<file path="src/rtl/register_file_pkg.sv">
// Shared definitions for the RV64 integer register file: widths, instruction field positions, decode helper.
// Latency: not applicable (types, constants and a pure function only).
// Backpressure: not applicable.
//
// Contents: XLEN, NREGS, REG_ADDR_W, RS1_LSB/RS2_LSB field positions, REG_ZERO index,
//           decode_onehot() 5-to-32 one-hot decoder used for per-register write enables.
package register_file_pkg;

    localparam int XLEN       = 64;
    localparam int NREGS      = 32;
    localparam int REG_ADDR_W = 5;

    // Source-register field positions inside the 32-bit instruction word.
    localparam int RS1_LSB = 15;
    localparam int RS2_LSB = 20;

    localparam logic [REG_ADDR_W-1:0] REG_ZERO = 5'd0;

    function automatic logic [NREGS-1:0] decode_onehot(input logic [REG_ADDR_W-1:0] idx);
        logic [NREGS-1:0] onehot;
        onehot      = '0;
        onehot[idx] = 1'b1;
        return onehot;
    endfunction

endpackage

</file>
<file path="src/rtl/register_file_reg64.sv">
// One architectural register: W-bit D register with load enable and asynchronous clear.
// Latency: d_i appears on q_o one clock after en_i is sampled high.
// Backpressure: none; a load is accepted every cycle en_i is high and rst is low.
//
// Ports: clk, rst (async active-high clear), en_i (load enable), d_i (load data), q_o (stored value).
module register_file_reg64 #(
    parameter int W = 64
) (
    input  logic         clk,
    input  logic         rst,
    input  logic         en_i,
    input  logic [W-1:0] d_i,
    output logic [W-1:0] q_o
);

    logic [W-1:0] data_q;

    // rst wins over any load sampled on the same edge, so a write in flight is dropped.
    always_ff @(posedge clk or posedge rst) begin
        if (rst) begin
            data_q <= '0;
        end else if (en_i) begin
            data_q <= d_i;
        end
    end

    assign q_o = data_q;

endmodule

</file>
<file path="src/rtl/register_file.sv">
// RV64 integer register file x0..x31: two combinational read ports (rs1/rs2 from instruction), one clocked write port.
// Latency: reads are zero-cycle from stored state; writes become visible right after the rising clk edge.
// Backpressure: none; one write per cycle always accepted, writes to x0 silently dropped.
//
// Ports: clk, rst (async active-high), instruction (rs1=[19:15], rs2=[24:20]),
//        reg_write_en / rd_addr / write_data (writeback port), read_data1 / read_data2 (ALU operands).
// Build option: define REGFILE_BYPASS_EN to forward write_data to a read port whose index matches
//               rd_addr in the same cycle; default build returns stored contents only.
module register_file
    import register_file_pkg::*;
(
    input  logic                  clk,
    input  logic                  rst,
    input  logic [31:0]           instruction,
    input  logic                  reg_write_en,
    input  logic [REG_ADDR_W-1:0] rd_addr,
    input  logic [XLEN-1:0]       write_data,
    output logic [XLEN-1:0]       read_data1,
    output logic [XLEN-1:0]       read_data2
);

    logic [REG_ADDR_W-1:0] rs1;
    logic [REG_ADDR_W-1:0] rs2;
    logic [NREGS-1:0]      wr_en_onehot;
    logic [XLEN-1:0]       x_q [NREGS];
    logic [XLEN-1:0]       rd1_mux;
    logic [XLEN-1:0]       rd2_mux;

    assign rs1 = instruction[RS1_LSB +: REG_ADDR_W];
    assign rs2 = instruction[RS2_LSB +: REG_ADDR_W];

    assign wr_en_onehot = reg_write_en ? decode_onehot(rd_addr) : '0;

    // x0 has no storage; its mux input is a constant zero, which also discards writes to index 0.
    assign x_q[0] = '0;

    for (genvar i = 1; i < NREGS; i++) begin : g_xreg
        register_file_reg64 #(
            .W (XLEN)
        ) u_xreg (
            .clk  (clk),
            .rst  (rst),
            .en_i (wr_en_onehot[i]),
            .d_i  (write_data),
            .q_o  (x_q[i])
        );
    end

    always_comb begin
        rd1_mux = x_q[rs1];
        rd2_mux = x_q[rs2];
    end

`ifdef REGFILE_BYPASS_EN
    logic byp1;
    logic byp2;

    // Forwarding is suppressed during reset so the outputs stay at zero while rst is high.
    assign byp1 = !rst && reg_write_en && (rd_addr != REG_ZERO) && (rd_addr == rs1);
    assign byp2 = !rst && reg_write_en && (rd_addr != REG_ZERO) && (rd_addr == rs2);

    assign read_data1 = byp1 ? write_data : rd1_mux;
    assign read_data2 = byp2 ? write_data : rd2_mux;
`else
    assign read_data1 = rd1_mux;
    assign read_data2 = rd2_mux;
`endif

    // Instruction bits outside rs1/rs2 and the x0 enable are intentionally ignored.
    logic unused_bits;
    assign unused_bits = ^{instruction[31:25], instruction[14:0], wr_en_onehot[0]};

endmodule

</file>
<file path="config.mk">
export PLATFORM = sky130hd
export DESIGN_NAME = register_file
export DESIGN_NICKNAME = d
export VERILOG_FILES = /design/src/rtl/register_file_pkg.sv /design/src/rtl/register_file_reg64.sv /design/src/rtl/register_file.sv
export SDC_FILE = /design/constraint.sdc
export NUM_CORES = 2
export LEC_CHECK = 0
export ABC_CLOCK_PERIOD_IN_PS = 141000
export CAP_MARGIN = 20
export CELL_PAD_IN_SITES_DETAIL_PLACEMENT = 0
export CELL_PAD_IN_SITES_GLOBAL_PLACEMENT = 1
export CORE_MARGIN = 1.5
export CORE_UTILIZATION = 40
export CTS_CLUSTER_DIAMETER = 80
export CTS_CLUSTER_SIZE = 24
export DETAILED_ROUTE_END_ITERATION = 6
export PLACE_DENSITY = 0.75
export SYNTH_ARGS = -nofsm -noshare
export SYNTH_HDL_FRONTEND = slang
export SYNTH_SLANG_ARGS = --single-unit
</file>
<file path="constraint.sdc">
create_clock -name clk -period 141 [get_ports clk]
set_input_delay 14.1 -clock clk [delete_from_list [all_inputs] [get_ports clk]]
set_output_delay 14.1 -clock clk [all_outputs]
set_load 0.005 [all_outputs]
</file>
==> results by group <==
Status
  • Status: completed

Setup path
  • Crit path top cell by count: buf_4
  • Startpoint types: primary input
  • Crit path kind: primary input to primary output
  • WP data required: 126.90 ns
  • Worst-path cell chain: buf_8 -> buf_4 -> buf_4 -> nand2b_4 -> buf_4 -> o22ai_1 -> a211oi_1 -> o31ai_1 -> clkdlybuf4s50_1
  • Worst Path Max Fanout: 79
  • Delay-heaviest family, CP: buffers and inverters
  • Worst reg2reg path depth: 1
  • Reg-to-Reg End: g_xreg[15].u_xreg.q_o[47]$_DFFE_PP0P_
  • R2R Setup Slk: 140.17 ns
  • CP startpoint: instruction[17]
  • R2R Path Start: g_xreg[15].u_xreg.q_o[47]$_DFFE_PP0P_
  • Buffers plus inverters on the worst setup path: 5
  • Max incr delay on CP: 1.11 ns
  • Crit path DAT: 19.58 ns
  • Slowest CP cell: o31ai_1
  • Crit path capture type: primary output

Power and ir drop
  • Pwr Density: 13.0 mW/mm2
  • Worst vdd rail ir drop: 0.0000107 V
  • Leak: 49.3 nW

Cells and area
  • Max reg flops: 1984
  • Layout Utilization: 0.434
  • Final std cells w/o fill: 10500
  • Layout Nets: 6954
  • P&R area growth vs syn: 8.08%
  • Fillcell total: 23600
  • Layout cells sized above 1: 0.463

Route
  • Iteration-0 DRC Markers: 5996
  • # DRC: 0
  • Vias per std cell: 6.41
  • Final WL: 344000 um
  • Routed len/inst: 32.9 um
  • Routed via count: 67100
  • Drt pass-1 iters: 5
  • Detail Route Antenna Nets: 0

Global routing
  • Largest net degree at the start of global routing: 172
  • Total global-route track usage: 0.253
  • Antenna violations before repair: 41
  • Vias in the first global route: 70800
  • Global-route wire length before repair: 503000 um
  • Met1 Use GR: 0.320
  • GRT busiest layer: met2
  • Grt ovf: 0
  • Met3 Track Usage GR: 0.0432
  • Met2 usage: 0.420

Clock tree
  • CTS H-tree lvls: 3
  • Root buf cell: clkbuf_16
  • CTS resizes: 0
  • Clock latency on the worst-skew pair: 0.80 ns
  • CTS Sinks: 1984
  • CTS tree: done
  • Post-CTS Setup Bufs: 0
  • Clock transition at the registers of the reported paths: 0.09 ns
  • Hold buffers post-CTS: 0
  • CTS Buf Count: 109
  • Maximum clock insertion buffer count: 3

Place
  • Port Buf Inserts: 209
  • Post-Place Worst Slack: 107.61 ns
  • HPWL Detailed: 200000 um
  • # placed instances: 10200
  • Gpl congestion: 0.826

Floorplanning
  • Core area: 0.265 mm2
  • Die extent in y: 519 um
  • Rows: 189
  • Die Width: 519 um
  • I/O pin total: 232
  • Starting density of the core: 0.402
  • Die Area: 0.269 mm2

STA
  • Final slew viol count: 0
  • Setup ws final: 107.32 ns
  • Slew headroom: 0.0845
  • Minimum clock period: 33.68 ns
  • Final Cycle Share: 0.239
  • Peak Freq: 29.7 MHz
  • Worst-margin pin slew: 1.36 ns
  • Worst Clk Skew: 0 ns
  • Fin Setup TNS: 0 ns
  • Final setup viols: 0
  • RSZ-0062 raised after global routing: false
  • Fin. Hold Viols: 0

Run
  • Maxcap violations: 0

Synth
  • Number of synthesized register bits: 1984
  • Total number of yosys warnings: 0
  • Mapped Area: 0.106 mm2
  • Post-Synthesis Cells: 7129
  • Seq/Total Area, Yosys: 0.466
  • Yosys cell types: 37
  • Synthesized net count: 7233
  • Post-Syn Area per Cell: 14.9 um2

Worst hold path
  • Depth of the worst hold-timing path: 1
  • Hold Crit Class: flip-flop to flip-flop
  • HP Start: g_xreg[12].u_xreg.q_o[39]$_DFFE_PP0P_
  • Worst Hold End: g_xreg[12].u_xreg.q_o[39]$_DFFE_PP0P_
==> how the worst max path moves through the flow <==
stage	slack, ns	cells past startpoint	end
after floorplan	70.86	1	g_xreg[10].u_xreg.q_o[0]$_DFFE_PP0P_
after global placement	107.35	10	read_data1[25]
after detailed placement	107.61	9	read_data1[29]
after CTS	107.62	9	read_data1[29]
after global routing	107.59	9	read_data1[29]
final	107.32	9	read_data1[29]
==> metal layers <==
metal / up-vias / part of all wire
li1: 27100 / -
met5: - / 0.00067
met2: 2636 / 0.48
met3: 834 / 0.071
met4: 36 / 0.054
met1: 36500 / 0.39
==> cell usage after synthesis <==
cell type  count  share of area
and2_1       130         0.0076
inv_1          1       0.000035
and3b_1        1       0.000082
nand2_1       18        0.00063
o21ai_1      128         0.0060
nor2_1         2       0.000071
inv_2          2       0.000071
mux2_2      2000           0.21
nor2b_1        6        0.00035
and3_1         1       0.000059
nor2_2         9        0.00053
or3b_1         1       0.000082
nand3_1        1       0.000047
nand2b_1       2        0.00012
nor2_4         4        0.00042
clkbuf_1     388          0.014
buf_6         45         0.0048
o22ai_1      128         0.0075
nand3b_4       1        0.00019
dfrtp_1     1984           0.47
nor3b_1        1       0.000071
a211oi_1     128         0.0090
nor2_8         4        0.00075
buf_4         70         0.0049
nand3b_2       2        0.00021
nor3b_2        3        0.00035
o31ai_1      128         0.0090
nand3b_1       1       0.000071
a22o_1       384          0.032
mux4_2       768           0.16
mux2_1       112          0.012
mux2i_1      384          0.036
buf_2        263          0.012
nor3_1         1       0.000047
or2_1          1       0.000059
buf_1         26        0.00092
nand3_2        1       0.000094
==> layout by cell type, fill, tap and decap left out, types with 112 or more instances in the layout <==
| cell type | Yosys | final |
|---|---|---|
| mux2i_1 | 384 | 384 |
| a22o_1 | 384 | 384 |
| mux4_2 | 768 | 768 |
| o31ai_1 | 128 | 126 |
| mux2_2 | 2000 | 2000 |
| buf_4 | 70 | 159 |
| mux2_1 | 112 | 112 |
| clkdlybuf4s50_1 | 0 | 199 |
| and2_1 | 130 | 128 |
| o22ai_1 | 128 | 128 |
| a211oi_1 | 128 | 128 |
| clkbuf_16 | 0 | 117 |
| o21ai_1 | 128 | 128 |
| dfrtp_1 | 1984 | 1984 |
==> final cells by class <==
type                       instances  area (um2)  share of cell area
timing repair buffer             402        4070              0.0354
sequential                      1984       49600               0.431
inverter                           3        23.8            0.000207
multi-input combinational       4350       53200               0.462
clock inverter                    58         774             0.00673
antenna                           13        32.5            0.000283
tap                             3533        4420              0.0384
clock buffer                     127        2940              0.0255
==> power by group <==
part | switching (mW) | total, mW | leakage (nW) | internal [mW]
combinational | 0.149 | 0.363 | 22.1 | 0.214
sequential | 0.0776 | 0.757 | 25.4 | 0.680
clock | 0.211 | 0.381 | 1.80 | 0.170
total | 0.437 | 1.50 | 49.3 | 1.06
==> through the flow <==
stage / power, mW / hold slack (ns) / cell area [um2]
2_1_floorplan: 1.02 / 0.470 / 106000
3_3_place_gp: 1.10 / 0.478 / 111000
3_5_place_dp: 1.13 / 0.492 / 111000
4_1_cts: 1.50 / 0.513 / 114000
5_1_grt: 1.57 / 0.532 / 115000
6_report: 1.50 / 0.509 / 115000
==> cells by family after synthesis <==
group | count (synthesis) | share of synthesized area
compound gates | 896 | 0.0632
simple gates | 190 | 0.0119
buf+inv | 795 | 0.0368
mux | 3264 | 0.422
flops | 1984 | 0.466
Note: power is estimated with default switching activity, not from simulation.
